`src/rtl/playback_state_handler.sv`:
```
// Replays note records from the NoteStorage read port, toggling bits of the
// 29-key vector once the local microsecond timer reaches each record's timestamp.
module playback_state_handler #(
  parameter int CLOCKS_PER_US = 50,
  parameter int READ_LATENCY  = 2
) (
  input  logic        clk,
  input  logic        reset,
  input  logic        start,
  input  logic        stop,
  input  logic [7:0]  recordLength,
  input  logic [32:0] retrievedNoteData,
  output logic [6:0]  noteReadAddress,
  output logic [28:0] outputKeyState,
  output logic        playing,
  output logic        done
);

  // state | meaning
  // IDLE  | waiting for start, outputs quiet
  // FETCH | address held for READ_LATENCY cycles, then record latched
  // WAIT  | waiting for timer to reach the record timestamp
  // APPLY | toggle key bit, advance address
  // DONE  | one cycle before the done pulse and return to IDLE
  typedef enum logic [2:0] {
    S_IDLE,
    S_FETCH,
    S_WAIT,
    S_APPLY,
    S_DONE
  } state_t;

  localparam int PW = (CLOCKS_PER_US > 1) ? $clog2(CLOCKS_PER_US) : 1;
  localparam int LW = (READ_LATENCY > 1) ? $clog2(READ_LATENCY) : 1;
  localparam logic [PW-1:0] PRESCALE_MAX = PW'(CLOCKS_PER_US - 1);
  localparam logic [LW-1:0] FETCH_MAX    = LW'(READ_LATENCY - 1);
  localparam logic [4:0]    KEY_END      = 5'd31;
  localparam logic [4:0]    KEY_COUNT    = 5'd29;

  state_t        state_q;
  logic [6:0]    addr_q;
  logic [28:0]   key_q;
  logic          playing_q;
  logic          done_q;
  logic [32:0]   record_q;
  logic [27:0]   timer_q;
  logic [PW-1:0] prescale_q;
  logic [LW-1:0] fetch_cnt_q;
  logic [7:0]    addr_inc_d;

  // Address compare is done on 8 bits so that 127 -> 128 can match recordLength.
  always_comb begin
    addr_inc_d = {1'b0, addr_q} + 8'd1;
  end

  always_ff @(posedge clk) begin
    if (reset) begin
      state_q     <= S_IDLE;
      addr_q      <= '0;
      key_q       <= '0;
      playing_q   <= 1'b0;
      done_q      <= 1'b0;
      record_q    <= '0;
      timer_q     <= '0;
      prescale_q  <= '0;
      fetch_cnt_q <= '0;
    end else begin
      done_q <= 1'b0;

      if (state_q != S_IDLE) begin
        if (prescale_q == PRESCALE_MAX) begin
          prescale_q <= '0;
          if (timer_q != '1) begin
            timer_q <= timer_q + 28'd1;
          end
        end else begin
          prescale_q <= prescale_q + PW'(1);
        end
      end

      if (stop && (state_q != S_IDLE)) begin
        state_q   <= S_IDLE;
        key_q     <= '0;
        playing_q <= 1'b0;
      end else begin
        case (state_q)
          S_IDLE: begin
            if (start && !stop) begin
              key_q       <= '0;
              timer_q     <= '0;
              prescale_q  <= '0;
              addr_q      <= '0;
              fetch_cnt_q <= '0;
              playing_q   <= 1'b1;
              state_q     <= (recordLength == 8'd0) ? S_DONE : S_FETCH;
            end
          end

          S_FETCH: begin
            if (fetch_cnt_q == FETCH_MAX) begin
              fetch_cnt_q <= '0;
              record_q    <= retrievedNoteData;
              state_q     <= (retrievedNoteData[32:28] == KEY_END) ? S_DONE : S_WAIT;
            end else begin
              fetch_cnt_q <= fetch_cnt_q + LW'(1);
            end
          end

          S_WAIT: begin
            if (timer_q >= record_q[27:0]) begin
              state_q <= S_APPLY;
            end
          end

          S_APPLY: begin
            // Indices 29 and 30 consume their time slot but change no key.
            if (record_q[32:28] < KEY_COUNT) begin
              key_q <= key_q ^ (29'd1 << record_q[32:28]);
            end
            addr_q <= addr_inc_d[6:0];
            state_q <= (addr_inc_d == recordLength) ? S_DONE : S_FETCH;
          end

          S_DONE: begin
            done_q    <= 1'b1;
            playing_q <= 1'b0;
            key_q     <= '0;
            state_q   <= S_IDLE;
          end

          default: begin
            state_q   <= S_IDLE;
            key_q     <= '0;
            playing_q <= 1'b0;
          end
        endcase
      end
    end
  end

  assign noteReadAddress = addr_q;
  assign outputKeyState  = key_q;
  assign playing         = playing_q;
  assign done            = done_q;

endmodule
```
`config.mk`:
```
export PLATFORM = sky130hd
export DESIGN_NAME = playback_state_handler
export DESIGN_NICKNAME = d
export VERILOG_FILES = /design/src/rtl/playback_state_handler.sv
export SDC_FILE = /design/constraint.sdc
export NUM_CORES = 1
export LEC_CHECK = 0
export BUFFER_PORTS_ARGS = -buffer_cell sky130_fd_sc_hd__buf_2
export CAP_MARGIN = 5
export CORE_MARGIN = 3
export CORE_UTILIZATION = 57
export DETAILED_ROUTE_END_ITERATION = 10
export PLACE_DENSITY_LB_ADDON = 0.15
export SLEW_MARGIN = 15
export SYNTH_ARGS = -nofsm -noshare
export SYNTH_HDL_FRONTEND = slang
export SYNTH_SLANG_ARGS = --single-unit
```
`constraint.sdc`:
```
create_clock -name clk -period 2.45 [get_ports clk]
set_input_delay 0.3675 -clock clk [delete_from_list [all_inputs] [get_ports clk]]
set_output_delay 0.3675 -clock clk [all_outputs]
set_load 0.02 [all_outputs]
```
==> results of run 1 <==
-- tightest hold or removal path: stages --
cell and delay [ns]:
buf_2 0.09, nand2_1 0.04, a21oi_1 0.05
-- kinds of logic (layout without fill, tap and decap cells) --
family                     after synthesis  count (layout)  synth area share [%]
AOI/OAI and AO/OA                      132             132                 13.60
xor gates and xnor gates                49              49                 7.762
adders and majority gates               32              32                 7.241
buffers and inverters                   63             138                 4.639
DFF                                    109             109                 39.47
and+or+nand+nor                        300             300                 27.29
-- power by group --
group / leakage (nW) / total, mW / switching, mW / internal [mW]
sequential: 0.878 / 1.79 / 0.00797 / 1.78
clock: 0.0902 / 1.04 / 0.651 / 0.386
combinational: 1.35 / 0.158 / 0.0967 / 0.0612
total: 2.32 / 2.98 / 0.756 / 2.23
-- metal layers --
metal / up-vias / global-route usage [%] / wire length [µm]
li1: 2516 / - / -
met1: 2297 / 28.92 / 5623
met2: 136 / 40.08 / 6116
met3: 20 / 4.097 / 571
met4: 0 / 7.882 / 205
met5: - / 0 / 0
-- cell usage after synthesis, types with 3 or more instances --
library cell,instances,share of area [%]
a211oi_1,5,0.68
a21o_1,3,0.41
a21oi_1,70,6.3
a31oi_1,5,0.57
and2_1,5,0.57
and3_1,4,0.45
and4_1,10,1.6
buf_2,7,0.63
clkbuf_1,22,1.5
dfxtp_1,109,39
ha_1,32,7.2
inv_1,32,2.2
nand2_1,94,6.4
nand2b_1,4,0.45
nand3_1,24,2.2
nand3b_1,6,0.81
nand4_1,16,1.8
nor2_1,75,5.1
nor2b_1,3,0.34
nor3_1,9,0.81
nor3b_1,3,0.41
nor4_1,9,1.0
o21ai_0,33,3.0
o221ai_1,3,0.48
o31a_1,3,0.48
or3_1,25,2.8
xnor2_1,30,4.8
xor2_1,19,3.0
-- cell type report --
type	instances	area, µm²	share of cell area, %
clock inverter	6	61.31	0.9861
timing repair buffer	91	478.0	7.688
multi-input combinational	513	3090	49.71
tap	129	161.4	2.596
sequential	109	2182	35.10
clock buffer	9	123.9	1.992
inverter	32	120.1	1.932
-- path summary, 6_finish.rpt --
kind,start,end,slack [ns]
min,retrievedNoteData[2],record_q[2]$_SDFFE_PP0P_,0.22
max reg2reg,state_q[0]$_SDFFE_PP0P_,timer_q[16]$_SDFF_PP0_,0.33
max,state_q[0]$_SDFFE_PP0P_,timer_q[16]$_SDFF_PP0_,0.33
min reg2reg,record_q[12]$_SDFFE_PP0P_,record_q[12]$_SDFFE_PP0P_,0.46
-- per-stage QoR --
step                hold WS [ns]  power (mW)  cell area (µm²)  setup slack [ns]
CTS                       0.2023       3.009             6217            0.3363
global route              0.1936       3.093             6217            0.1096
finish                    0.2201       2.981             6217            0.3331
global placement          0.4437       1.979             6032            0.4413
detailed placement        0.4467       1.984             6032            0.3605
floorplan                 0.4363       1.919             5529            0.4779
-- sequential cells by signal, indices dropped and copies added, names as in the netlist, 3 cells and up --
signal           count
record_q            33
outputKeyState      29
timer_q             28
noteReadAddress      7
prescale_q           6
state_q              3
==> out/qor.yml, run 1 <==
worst_pin_slew_ns: 0.6116
cp-end-kind: "register"
hold_viol: 0
die_y_um: 104.5
status: "finished, final reports clean"
yosysWarnings: 0
r2r_cells: 6
synth_edf_count: 0
wire_per_inst_um: 14.08
period_needed_ns: 2.117
critPathMaxFanout: 8
drive_above_1_share_pct: 15.26
drc: 0
vias: 4969
dp_hpwl_um: 9170
post-route-util_pct: 66.65
ctsResizeCount: 0
syn_nets: 762
grt_pass1_wl_um: 21550
critPathRequiredTime_ns: 2.71
fin_skew_ns: 0.01934
drt-pass1-iter-count: 5
ios: 83
dp.cells: 874
grt_max_degree: 34
cts_tree: "built"
power_density_mw_per_mm2: 479.5
synth_seq_cells: 109
arrival_ns: 2.37
synth-main-ff-cell: "dfxtp_1"
hold_class: "input port to register"
gr-total-overflow: 0
totalWireLength_um: 12520
crit_chain: "or3_1 -> nand3_1 -> nor4b_2 -> nand3_1 -> xor2_1 -> nor2_1"
clkTransAtPathRegs_ns: 0.12
numCtsBuffers: 9
maxSlewHeadroom_pct: 59.23
setup_tns_ns: 0
htree_levels: 3
max_cap_violations: 0
clock_sinks: 109
track_usage_pct: 23.13
clk_path_buf_depth: 2
root_buffer: "clkbuf_8"
hold_depth: 3
die_x_um: 104.5
insertion_delay_ns: 0.37
layout_commonest_cell: "dfxtp_1"
final_antenna_net_count: 0
setup_viol: 0
cts_hold_buf: 0
cpPeakStageDelay_ns: 0.59
viasPerCell: 5.589
diodes: 0
async_reset_ff_share_pct: 0
design.die.area_mm2: 0.01092
core_mm2: 0.009328
grt_pass1_vias: 4736
cts_setup_buffers: 0
n_fill_cell: 812
synth-seq-area-share_pct: 39.47
synth.distinct_cells: 51
syn_inst: 685
cpMaxStageDelayCell: "nor4b_2"
layout.cells.most_common_list: "dfxtp_1 (109), nand2_1 (94), buf_2 (82)"
initial_core_util_pct: 59.28
instances_no_fill: 889
ir_drop_uv: 319.6
layout.nets: 833
antenna_found_initial: 0
fmax_mhz: 472.4
avgSynthCellArea_um2: 8.072
cellLeakagePower_nw: 2.318
crit_cells: 6
startpoint_type: "register"
cp_num_buf_inv: 0
syn_to_final_growth_pct: 12.45
syn_area_mm2: 0.005529
path_delay_family: "simple AND/OR/NAND/NOR gates"
drv_slew: 0
rows: 35
worst_path_most_repeated_cell: "nand3_1"
rsz0062_at_grt: "false"
numPortBuffers: 82
drtIter0Drc: 372
globalplace.congestion: 0.8472
path_class: "register to register"
post-route-period-util_pct: 86.41
Note: power is estimated with default switching activity, not from simulation.
==> run 2, diff against run 1 <==
Settings changed: BUFFER_PORTS_ARGS -buffer_cell sky130_fd_sc_hd__buf_2 to not set, CORE_UTILIZATION 57 to 64, DONT_BUFFER_PORTS set to 1.
==> run 2 against run 1 <==
  * Clock skew increased by 0.0019 ns
  * Die area decreased by 10%
  * Clock power grew 12%
  * Non-clock buffer count is 80 lower
  * Critical path depth is the same
  * Core utilization up 3.5 points
  * Total power increased by 2.1%
  * Sequential share of layout area increased by 2.4 points
  * Design area down 6.3%
==> out/qor.yml, run 2 (synthesis gave the netlist of run 1 again) <==
status: "finished, final reports clean"
drt-pass1-iter-count: 4
worst_path_most_repeated_cell: "a211oi_1"
max_cap_violations: 0
stdcell_area_mm2: 0.005824
arrival_ns: 2.39
path_delay_family: "simple AND/OR/NAND/NOR gates"
clock_sinks: 109
drive_above_1_share_pct: 5.433
wire_per_inst_um: 15.53
rsz0062_at_grt: "false"
track_usage_pct: 25.26
totalWireLength_um: 12200
post-route-util_pct: 70.18
multi_input_area_mm2: 0.003090
maxSlewHeadroom_pct: 61.00
grt_pass1_wl_um: 20820
numPortBuffers: 0
clk_path_buf_depth: 2
startpoint_type: "register"
setup_tns_ns: 0
placed_cell_area_mm2: 0.005607
ir_drop_uv: 328.3
die_x_um: 98.95
worst_pin_slew_ns: 0.5797
setup_viol: 0
final_antenna_net_count: 0
period_needed_ns: 2.145
instances_no_fill: 786
ios: 83
hold_viol: 0
ctsResizeCount: 0
power_density_mw_per_mm2: 522.4
layout_commonest_cell: "dfxtp_1"
design.die.area_mm2: 0.009790
clkTransAtPathRegs_ns: 0.12
path_class: "register to register"
cpPeakStageDelay_ns: 0.60
cts_setup_buffers: 0
cp-end-kind: "register"
cp_num_buf_inv: 0
diodes: 0
grt_max_degree: 54
drtIter0Drc: 163
place_ws_ns: 0.3569
vias: 4754
drc: 0
syn_to_final_growth_pct: 5.341
dp_hpwl_um: 8899
total_power_mw: 3.043
fin_ws_ns: 0.3052
grt_pass1_vias: 4563
numCtsBuffers: 9
globalplace.congestion: 0.9016
largest_reg_flops: 33
cellLeakagePower_nw: 1.962
layout.nets: 753
rows: 33
root_buffer: "clkbuf_8"
initial_core_util_pct: 66.62
htree_levels: 3
insertion_delay_ns: 0.38
antenna_found_initial: 0
gr-total-overflow: 0
critPathRequiredTime_ns: 2.69
n_fill_cell: 703
layout.cells.most_common_list: "dfxtp_1 (109), nand2_1 (94), nor2_1 (75)"
registers.top_by_ff_count: "record_q"
ff_latch_area_mm2: 0.002182
hold_class: "input port to register"
critPathMaxFanout: 7
die_y_um: 98.95
viasPerCell: 6.048
cpMaxStageDelayCell: "dfxtp_1"
dp.cells: 770
cts_hold_buf: 0
whs_ns: 0.05131
cts_tree: "built"
crit_chain: "and2_1 -> and4_1 -> xnor2_1 -> nand4_1 -> a211oi_1 -> a211oi_1"
fin_skew_ns: 0.02128
fmax_mhz: 466.2
post-route-period-util_pct: 87.54
core_mm2: 0.008299
drv_slew: 0
[run 2: changes by cell type in the layout (fill, tap and decap cells not counted), sizes merged]
cell	delta
clkinvlp	-1
buf	-80
inv	+3
clkinv	-1
[run 2: area by class of cell]
| type | count | share of cell area, % |
|---|---|---|
| multi-input combinational | 513 | 53.06 |
| tap | 105 | 2.256 |
| clock buffer | 9 | 2.127 |
| sequential | 109 | 37.47 |
| clock inverter | 7 | 1.611 |
| timing repair buffer | 11 | 1.418 |
| inverter | 32 | 2.062 |
[run 2: final timing paths]
kind | from | endpoint | slack (ns) | cells past startpoint
max | noteReadAddress[3]$_SDFFE_PP0P_ | state_q[0]$_SDFFE_PP0P_ | 0.31 | 6
min | reset | noteReadAddress[2]$_SDFFE_PP0P_ | 0.05 | 1
max reg2reg | noteReadAddress[3]$_SDFFE_PP0P_ | state_q[0]$_SDFFE_PP0P_ | 0.31 | 6
min reg2reg | record_q[12]$_SDFFE_PP0P_ | record_q[12]$_SDFFE_PP0P_ | 0.46 | 2
[run 2: worst register-to-register path, cell delays in order, from the launching register on]
cell and delay [ns]:
dfxtp_1 0.60, and2_1 0.25, and4_1 0.28, xnor2_1 0.14, nand4_1 0.17, a211oi_1 0.48, a211oi_1 0.10
[run 2: power by group]
group	internal, mW	switching [mW]
Sequential	1.78	0.00954
Combinational	0.0350	0.0623
Clock	0.425	0.733
Total	2.24	0.805
[run 2: layer usage]
layer,wire length (µm),GRT usage (%),part of all wire [%]
met3,704,5.449,5.8
met1,5365,31.62,44
met2,5926,43.96,49
met4,207,6.723,1.7
met5,0,0,0
==> run 3, diff against run 2 <==
Settings changed: HOLD_SLACK_MARGIN set to 0.08.
==> run 3 against run 2 <==
  * Setup slack better by 0.0031 ns
  * Total power grew 0.84%
  * Sequential share of layout area fell by 0.26 points
  * Clock skew up 0.0012 ns
  * Core utilization up 0.48 points
  * Critical path type unchanged
==> out/qor.yml, run 3 (synthesis gave the netlist of run 1 again) <==
numCtsBuffers: 9
insertion_delay_ns: 0.39
layout.cells.most_common_list: "dfxtp_1 (109), nand2_1 (94), nor2_1 (75)"
diodes: 0
cts_setup_buffers: 0
post-route-period-util_pct: 87.42
totalWireLength_um: 12420
pwr-share-comb_pct: 3.8
worst_pin_slew_ns: 0.5808
drv_slew: 0
reg2reg_to: "state_q[0]$_SDFFE_PP0P_"
drive_above_1_share_pct: 5.556
period_needed_ns: 2.142
ctsResizeCount: 0
hp-start: "retrievedNoteData[1]"
numPortBuffers: 0
initial_core_util_pct: 66.62
p_clk_share_pct: 38.0
design.die.area_mm2: 0.009790
grt_pass1_vias: 4569
registers.top_by_ff_count: "record_q"
rows: 33
p_seq_share_pct: 58.3
max_cap_violations: 0
dp_hpwl_um: 8899
intPower_mw: 2.244
p_switching_mw: 0.8248
track_usage_pct: 25.57
fin_skew_ns: 0.02252
whs_ns: 0.1055
critPathRequiredTime_ns: 2.70
hold_class: "input port to register"
hold_end: "record_q[1]$_SDFFE_PP0P_"
core_mm2: 0.008299
gr-total-overflow: 0
root_buffer: "clkbuf_8"
setup_tns_ns: 0
reg2reg_slack_ns: 0.31
grt_pass1_wl_um: 21030
drt-pass1-iter-count: 5
grt_max_degree: 47
ir_drop_uv: 329.2
clkTransAtPathRegs_ns: 0.12
layout.nets: 756
cellLeakagePower_nw: 1.980
r2r_cells: 6
clk_path_buf_depth: 2
antenna_found_initial: 0
viasPerCell: 5.987
multi_input_area_mm2: 0.003090
r2r-start: "noteReadAddress[3]$_SDFFE_PP0P_"
rsz0062_at_grt: "false"
wire_per_inst_um: 15.74
syn_to_final_growth_pct: 6.065
critPathMaxFanout: 7
drc: 0
hold_depth: 2
die_y_um: 98.95
cts_tree: "built"
clock_sinks: 109
arrival_ns: 2.39
vias: 4724
die_x_um: 98.95
fmax_mhz: 466.9
ios: 83
largest_reg_flops: 33
cts_hold_buf: 3
maxSlewHeadroom_pct: 60.93
globalplace.congestion: 0.9016
setup_viol: 0
ff_latch_area_mm2: 0.002182
n_fill_cell: 695
startpoint_type: "register"
cp-end-kind: "register"
status: "finished, final reports clean"
path_class: "register to register"
crit_start: "noteReadAddress[3]$_SDFFE_PP0P_"
hold_viol: 0
final_antenna_net_count: 0
layout_commonest_cell: "dfxtp_1"
htree_levels: 3
switching_share_pct: 26.88
drtIter0Drc: 189
power_density_mw_per_mm2: 523.2
[run 3: cell count changes in the layout (fill, tap and decap cells not counted), sizes merged]
cell	change
buf	+1
dlygate4sd3	+2
[run 3: routing by layer]
metal / up-vias / global-route usage (%) / share of wire [%]
met3: 15 / 5.166 / 5.6
met5: - / 0 / 0
met2: 110 / 44.21 / 49
met4: 0 / 7.983 / 1.4
li1: 2373 / - / -
met1: 2226 / 31.97 / 44
[run 3: per-stage QoR]
stage                     worst slack [ns]  util [%]  instance area, µm²  power [mW]  instances
final                               0.3083     70.66                5864       3.068        789
after global routing                0.1024     70.66                5864       3.167        789
after CTS                           0.3269     70.66                5864       3.067        789
after detailed placement            0.3569     67.56                5607       1.924        770
after global placement              0.4575     67.56                5607       1.920        770
after floorplan                     0.4779         -                5529       1.919        685
[run 3: final cells by class]
class	count	share of cell area [%]
clock buffer	9	2.112
clock inverter	7	1.600
inverter	32	2.048
multi-input combinational	513	52.70
sequential	109	37.21
tap	105	2.240
timing repair buffer	14	2.091
[run 3: power by group through the flow]
stage                     clock [mW]  sequential [mW]  combinational (mW)
final                           1.16             1.79               0.116
after detailed placement           0             1.83              0.0961
after floorplan                    0             1.83              0.0931
after CTS                       1.16             1.79               0.115
after global routing            1.25             1.79               0.128
after global placement             0             1.83              0.0927
[run 3: worst max-delay path: stages (launching register included)]
cell	delay [ns]
dfxtp_1	0.60
and2_1	0.25
and4_1	0.28
xnor2_1	0.14
nand4_1	0.17
a211oi_1	0.48
a211oi_1	0.10
[run 3: how the worst max path moves through the flow]
stage                                            to  slack (ns)  cells past startpoint
floorplan            outputKeyState[2]$_SDFFE_PP0P_        0.48                      7
global placement     outputKeyState[4]$_SDFFE_PP0P_        0.46                      6
detailed placement           timer_q[22]$_SDFF_PP0_        0.36                      6
CTS                         state_q[0]$_SDFFE_PP0P_        0.33                      8
global route        outputKeyState[22]$_SDFFE_PP0P_        0.10                      6
finish                      state_q[0]$_SDFFE_PP0P_        0.31                      6
